File: src/rtl/bcd_display_scheduler.sv
// -----------------------------------------------------------------------------
// bcd_display_scheduler
//
// Shares one external combinational binary-to-BCD converter between the score
// counter and the countdown timer. Each result is latched into a four-digit
// BCD bank, and the bank is time-multiplexed onto a four-digit seven-segment
// display.
//
// Parameters
//   REFRESH_DIV  clk cycles each digit stays on the display (>= 2)
//   BLANK_LZ     1: a tens digit of value 0 is blanked (all anodes high)
//
// Ports
//   clk          system clock, rising edge
//   rst          synchronous active-high reset
//   score_req    level request to convert score_val, held until score_ack
//   score_val    score, 0..63
//   score_ack    one-cycle pulse: score digits updated this cycle
//   time_req     level request to convert time_val, held until time_ack
//   time_val     seconds remaining, 0..63
//   time_ack     one-cycle pulse: time digits updated this cycle
//   conv_inp     registered operand presented to the converter
//   conv_ones    converter ones digit
//   conv_tens    converter tens digit
//   busy         a conversion is in flight (SETUP or LATCH)
//   disp_digit   BCD digit currently shown
//   an           active-low one-hot anode select
// -----------------------------------------------------------------------------
module bcd_display_scheduler #(
  parameter int REFRESH_DIV = 100000,
  parameter bit BLANK_LZ    = 1'b0
) (
  input  logic       clk,
  input  logic       rst,
  input  logic       score_req,
  input  logic [5:0] score_val,
  output logic       score_ack,
  input  logic       time_req,
  input  logic [5:0] time_val,
  output logic       time_ack,
  output logic [5:0] conv_inp,
  input  logic [3:0] conv_ones,
  input  logic [3:0] conv_tens,
  output logic       busy,
  output logic [3:0] disp_digit,
  output logic [3:0] an
);

  typedef enum logic [1:0] {
    S_IDLE  = 2'd0,
    S_SETUP = 2'd1,
    S_LATCH = 2'd2
  } state_t;

  typedef enum logic {
    SRC_SCORE = 1'b0,
    SRC_TIME  = 1'b1
  } src_t;

  localparam int CNT_W = (REFRESH_DIV > 1) ? $clog2(REFRESH_DIV) : 1;
  localparam logic [CNT_W-1:0] CNT_MAX = CNT_W'(REFRESH_DIV - 1);

  state_t state, state_nxt;
  src_t   owner, last_grant, grant_src;
  logic   grant;

  logic [3:0] score_ones, score_tens, time_ones, time_tens;

  // ---------------------------------------------------------------------------
  // Conversion FSM: state register
  // ---------------------------------------------------------------------------
  // NOTE: sequential state is assigned with <= so every flop samples the
  // pre-edge values of its neighbours; = here would create order-dependent
  // simulation that does not match the synthesized netlist.
  always_ff @(posedge clk) begin
    if (rst) state <= S_IDLE;
    else     state <= state_nxt;
  end

  // ---------------------------------------------------------------------------
  // Conversion FSM: next-state and grant arbitration
  // ---------------------------------------------------------------------------
  // NOTE: every variable driven here gets a default before the case so that
  // no path leaves it unassigned, which would otherwise infer a latch.
  always_comb begin
    state_nxt = state;
    grant     = 1'b0;
    grant_src = SRC_SCORE;
    unique case (state)
      S_IDLE: begin
        if (score_req && time_req) begin
          // Round-robin: hand the converter to whoever was not served last.
          grant     = 1'b1;
          grant_src = (last_grant == SRC_SCORE) ? SRC_TIME : SRC_SCORE;
        end else if (score_req) begin
          grant     = 1'b1;
          grant_src = SRC_SCORE;
        end else if (time_req) begin
          grant     = 1'b1;
          grant_src = SRC_TIME;
        end
        if (grant) state_nxt = S_SETUP;
      end
      S_SETUP: state_nxt = S_LATCH;
      S_LATCH: state_nxt = S_IDLE;
      default: state_nxt = S_IDLE;
    endcase
  end

  // ---------------------------------------------------------------------------
  // Conversion FSM: outputs
  // ---------------------------------------------------------------------------
  always_comb begin
    busy = (state == S_SETUP) || (state == S_LATCH);
  end

  // ---------------------------------------------------------------------------
  // Operand, digit bank and acknowledge registers
  // ---------------------------------------------------------------------------
  // conv_inp is stable for the whole SETUP cycle, so the converter output is
  // settled by the SETUP->LATCH edge. Capturing on that edge makes the new
  // digits and the ack visible during LATCH, two cycles after the grant.
  // NOTE: the digit bank is only four small registers, so it is reset with
  // everything else; a reset aborting a conversion must also clear it.
  always_ff @(posedge clk) begin
    if (rst) begin
      conv_inp   <= '0;
      owner      <= SRC_SCORE;
      last_grant <= SRC_TIME;
      score_ack  <= 1'b0;
      time_ack   <= 1'b0;
      score_ones <= '0;
      score_tens <= '0;
      time_ones  <= '0;
      time_tens  <= '0;
    end else begin
      score_ack <= 1'b0;
      time_ack  <= 1'b0;

      if (grant) begin
        conv_inp <= (grant_src == SRC_TIME) ? time_val : score_val;
        owner    <= grant_src;
      end

      if (state == S_SETUP) begin
        if (owner == SRC_SCORE) begin
          score_ones <= conv_ones;
          score_tens <= conv_tens;
          score_ack  <= 1'b1;
        end else begin
          time_ones <= conv_ones;
          time_tens <= conv_tens;
          time_ack  <= 1'b1;
        end
        last_grant <= owner;
      end
    end
  end

  // ---------------------------------------------------------------------------
  // Display scan
  // ---------------------------------------------------------------------------
  logic [CNT_W-1:0] cnt;
  logic [1:0]       idx, idx_nxt;
  logic             wrap;
  logic [3:0]       slot_digit;
  logic             blank;
  logic [3:0]       an_nxt;

  // an and disp_digit are computed from the index the scan will hold after
  // this edge, so they change together with idx. They are re-evaluated every
  // cycle, so a digit updated mid-slot appears on the following clock.
  always_comb begin
    wrap    = (cnt == CNT_MAX);
    idx_nxt = wrap ? idx + 2'd1 : idx;
    unique case (idx_nxt)
      2'd0:    slot_digit = score_ones;
      2'd1:    slot_digit = score_tens;
      2'd2:    slot_digit = time_ones;
      default: slot_digit = time_tens;
    endcase
    // Odd slots carry tens digits.
    blank  = BLANK_LZ && idx_nxt[0] && (slot_digit == 4'd0);
    an_nxt = blank ? 4'b1111 : ~(4'b0001 << idx_nxt);
  end

  always_ff @(posedge clk) begin
    if (rst) begin
      cnt        <= '0;
      idx        <= 2'd0;
      an         <= 4'b1110;
      disp_digit <= 4'd0;
    end else begin
      cnt        <= wrap ? '0 : cnt + 1'b1;
      idx        <= idx_nxt;
      an         <= an_nxt;
      disp_digit <= slot_digit;
    end
  end

endmodule
File: config.mk
export PLATFORM = sky130hd
export DESIGN_NAME = bcd_display_scheduler
export DESIGN_NICKNAME = d
export VERILOG_FILES = /design/src/rtl/bcd_display_scheduler.sv
export SDC_FILE = /design/constraint.sdc
export NUM_CORES = 1
export LEC_CHECK = 0
export BUFFER_PORTS_ARGS = -buffer_cell sky130_fd_sc_hd__buf_2
export CORE_MARGIN = 8
export CORE_UTILIZATION = 62
export CTS_BUF_LIST = sky130_fd_sc_hd__clkbuf_2 sky130_fd_sc_hd__clkbuf_4 sky130_fd_sc_hd__clkbuf_8
export DETAILED_ROUTE_END_ITERATION = 7
export PLACE_DENSITY_LB_ADDON = 0.2
export SYNTH_ARGS = -nofsm -noshare
export SYNTH_HDL_FRONTEND = slang
export SYNTH_SLANG_ARGS = --single-unit
export TNS_END_PERCENT = 50
File: constraint.sdc
create_clock -name clk -period 2.94 [get_ports clk]
set_clock_uncertainty 0.2 [all_clocks]
set_input_delay 0.441 -clock clk [delete_from_list [all_inputs] [get_ports clk]]
set_output_delay 0.441 -clock clk [all_outputs]
set_load 0.05 [all_outputs]
==> flow_results.xml <==
<?xml version="1.0" encoding="UTF-8"?>
<metrics>
  <group name="drt">
    <metric name="detailedRoute.firstPassIterationCount" unit="">4</metric>
    <metric name="total_via_count_in_the_routed_design" unit="">1989</metric>
    <metric name="routedLengthMet1" unit="um">2290</metric>
    <metric name="remaining_drc_errors" unit="">0</metric>
    <metric name="maxUsedRoutingLayer" unit="">met4</metric>
    <metric name="finalWirelength" unit="um">4890</metric>
    <metric name="route.detailed.vias_per_inst" unit="">5.40</metric>
    <metric name="route.detailed.wl_per_inst" unit="um">13.3</metric>
    <metric name="detail_route.iter0.violations" unit="">87</metric>
    <metric name="antenna_left" unit="">0</metric>
    <metric name="wl_met2" unit="um">2280</metric>
    <metric name="met3WireLength" unit="um">284</metric>
  </group>
  <group name="setup_path">
    <metric name="cpMaxStageDelayCell" unit="">sky130_fd_sc_hd__or4bb_1</metric>
    <metric name="worst_setup_path_start_kind" unit="">flop</metric>
    <metric name="setup.worst_path.class" unit="">reg2reg</metric>
    <metric name="endpoint_kind" unit="">flop</metric>
    <metric name="cp_slowest_stage_delay" unit="ns">0.42</metric>
    <metric name="worst_ep_required_time" unit="ns">2.94</metric>
    <metric name="critical_path_fanout_max" unit="">16</metric>
    <metric name="cp_cell_sequence" unit="">ha_1 &gt; or4bb_1 &gt; nor4_2 &gt; buf_4 &gt; or2_2 &gt; nor2_1</metric>
    <metric name="critical_path_arrival" unit="ns">2.18</metric>
  </group>
  <group name="placement">
    <metric name="post-place-ws" unit="ns">0.753</metric>
    <metric name="detailed_place_hpwl" unit="um">3520</metric>
    <metric name="placement.io_buffers" unit="">40</metric>
    <metric name="gpl.final_weighted_congestion" unit="">0.847</metric>
  </group>
  <group name="sta">
    <metric name="timing.setup.tns" unit="ns">0</metric>
    <metric name="final_min_period_over_clock_period" unit="">0.743</metric>
    <metric name="rsz0062_at_grt" unit="">no</metric>
    <metric name="timing.max_slew.rel_slack" unit="">0.645</metric>
    <metric name="setup_viol_count_final" unit="">0</metric>
    <metric name="worst_pin_slew" unit="ns">0.530</metric>
    <metric name="worst_slack" unit="ns">0.756</metric>
    <metric name="fin_crit" unit="ns">2.18</metric>
    <metric name="holdWs" unit="ns">0.163</metric>
    <metric name="peak_clock_frequency_supported_by_timing" unit="MHz">458</metric>
    <metric name="timing_hold_violations_final" unit="">0</metric>
    <metric name="timing.final.max_slew_violations" unit="">0</metric>
  </group>
  <group name="grt">
    <metric name="grt_max_degree" unit="">26</metric>
    <metric name="grt_first_pass_wirelength" unit="um">8070</metric>
    <metric name="aggregate_global_routing_overflow" unit="">0</metric>
    <metric name="grt_util_overall" unit="">0.160</metric>
    <metric name="grt_antenna_before_repair" unit="">0</metric>
    <metric name="via_count_of_the_first_global_routing_pass" unit="">1866</metric>
  </group>
  <group name="floorplan">
    <metric name="core_area" unit="um2">3910</metric>
    <metric name="die_footprint" unit="um2">6220</metric>
    <metric name="floorplan.initialDensity" unit="">0.626</metric>
    <metric name="rows" unit="">23</metric>
    <metric name="die_span_y" unit="um">78.8</metric>
    <metric name="die_width" unit="um">78.8</metric>
    <metric name="num_io_pins" unit="">41</metric>
  </group>
  <group name="logic_synthesis">
    <metric name="ys_types" unit="">40</metric>
    <metric name="ys_warn_count" unit="">0</metric>
    <metric name="synth_fp_nets" unit="">309</metric>
    <metric name="synth_top_flop_cell" unit="">sky130_fd_sc_hd__dfxtp_1</metric>
    <metric name="synth_edf_count" unit="">0</metric>
    <metric name="ffs_latches_synth" unit="">55</metric>
    <metric name="syn-cell-area" unit="um2">2450</metric>
    <metric name="synth-async-reset-ratio" unit="">0</metric>
    <metric name="mapped_avg_cell_area" unit="um2">8.71</metric>
    <metric name="synthesis.instances" unit="">281</metric>
    <metric name="seq_area_frac_synth" unit="">0.450</metric>
  </group>
  <group name="clock_network">
    <metric name="postCtsResizedCells" unit="">0</metric>
    <metric name="clock_sinks" unit="">55</metric>
    <metric name="clock_insertion_delay_worst_skew" unit="ns">0.31</metric>
    <metric name="htreeDepth" unit="">2</metric>
    <metric name="path_clk_slew" unit="ns">0.10</metric>
    <metric name="cts_tree" unit="">done</metric>
    <metric name="post_cts.repair.setup_buffers" unit="">0</metric>
    <metric name="cts_root_buffer" unit="">sky130_fd_sc_hd__clkbuf_8</metric>
    <metric name="cts-hold-fix-buffers" unit="">0</metric>
    <metric name="clock_tree.buffer_depth" unit="">2</metric>
    <metric name="tritoncts.num_buffers" unit="">5</metric>
  </group>
  <group name="finish">
    <metric name="area_delta_synth_final" unit="%">14.4</metric>
    <metric name="top_library_cells_by_usage_in_the_layout_fill_and_taps_aside" unit="">55 x sky130_fd_sc_hd__dfxtp_1, 42 x sky130_fd_sc_hd__nand2_1, 40 x sky130_fd_sc_hd__buf_2</metric>
    <metric name="nets" unit="">345</metric>
    <metric name="utilization" unit="">0.716</metric>
    <metric name="final_layout_size_suffix_gt1_frac" unit="">0.189</metric>
    <metric name="final_common_cell" unit="">sky130_fd_sc_hd__dfxtp_1</metric>
    <metric name="ant_diodes" unit="">0</metric>
  </group>
  <group name="power_and_ir_drop">
    <metric name="totalPowerFinal" unit="mW">1.60</metric>
    <metric name="cellLeakagePower" unit="nW">1.03</metric>
    <metric name="pwrdens" unit="nW/um2">572</metric>
    <metric name="worst_ir_drop_vdd" unit="mV">0.451</metric>
  </group>
  <group name="outcome">
    <metric name="run_status" unit="">completed</metric>
  </group>
  <group name="hold_path">
    <metric name="hold_wc_path_type" unit="">in2reg</metric>
  </group>
  <group name="run">
    <metric name="max_cap_viol_count" unit="">0</metric>
  </group>
</metrics>
-- report_power, final --
| part | internal (mW) | switching [mW] |
|---|---|---|
| Clock | 0.339 | 0.250 |
| Combinational | 0.0672 | 0.145 |
| Sequential | 0.779 | 0.0203 |
| Total | 1.19 | 0.415 |
-- sequential cells by signal, indices dropped and copies added (netlist names) --
register    cells
score_tens      4
time_ack        1
conv_inp        6
last_grant      1
disp_digit      4
state           2
score_ack       1
score_ones      4
time_ones       4
idx             2
an              4
time_tens       4
cnt            17
owner           1
-- metal layers --
metal,global-route usage,vias to the layer above
met5,0,-
met4,0.0444,0
met3,0.0643,4
met2,0.263,50
met1,0.188,902
li1,-,1033
-- cell usage after synthesis (3+ instances only) --
library cell | count | area, um2
sky130_fd_sc_hd__a211oi_1 | 10 | 75.1
sky130_fd_sc_hd__a21oi_1 | 20 | 100
sky130_fd_sc_hd__a221oi_1 | 4 | 35.0
sky130_fd_sc_hd__a31oi_1 | 4 | 25.0
sky130_fd_sc_hd__buf_2 | 3 | 15.0
sky130_fd_sc_hd__clkbuf_1 | 8 | 30.0
sky130_fd_sc_hd__dfxtp_1 | 55 | 1100
sky130_fd_sc_hd__ha_1 | 4 | 50.1
sky130_fd_sc_hd__inv_1 | 17 | 63.8
sky130_fd_sc_hd__mux2i_1 | 19 | 190
sky130_fd_sc_hd__nand2_1 | 42 | 158
sky130_fd_sc_hd__nand3_1 | 5 | 25.0
sky130_fd_sc_hd__nand4_1 | 4 | 25.0
sky130_fd_sc_hd__nor2_1 | 32 | 120
sky130_fd_sc_hd__nor2b_1 | 3 | 18.8
sky130_fd_sc_hd__nor3_1 | 9 | 45.0
sky130_fd_sc_hd__nor4_1 | 4 | 25.0
sky130_fd_sc_hd__xnor2_1 | 12 | 105
-- per-stage QoR --
step / area, um2 / cells
after CTS: 2800 / 368
final: 2800 / 368
after global routing: 2800 / 368
after detailed placement: 2670 / 360
after global placement: 2670 / 360
after floorplan: 2450 / 281
-- worst max-delay path: cells and delay by family, from the launching register on --
family        cells  cell delay [ns]
fa+ha+maj         1             0.25
buf+inv           1             0.25
flops             1             0.37
simple gates      4             1.00
-- final cells by class --
class / count / area (um2)
fill: 337 / 1110
multi-input combinational: 195 / 1210
clock buffer: 5 / 68.8
clock inverter: 3 / 67.6
sequential: 55 / 1100
inverter: 17 / 63.8
tap: 50 / 62.6
timing repair buffer: 43 / 223
-- kinds of logic (layout without fill, tap and decap cells) --
kind of cell | count (synthesis) | after routing | share of synthesized area
mux | 20 | 20 | 0.0838
fa+ha+maj | 4 | 4 | 0.0204
xor+xnor | 15 | 15 | 0.0613
compound gates | 42 | 42 | 0.109
buf+inv | 31 | 68 | 0.0542
simple gates | 114 | 114 | 0.221
flops | 55 | 55 | 0.450
-- path summary, 6_finish.rpt --
check,start,to,slack (ns),cells after the start
worst max-delay path,cnt[0],cnt[7],0.76,6
worst min-delay path,conv_ones[2],score_ones[2],0.16,3
worst max register to register,cnt[0],cnt[7],0.76,6
worst min register to register,time_tens[3],time_tens[3],0.26,2
No activity file was read; power rests on OpenSTA's default activity.
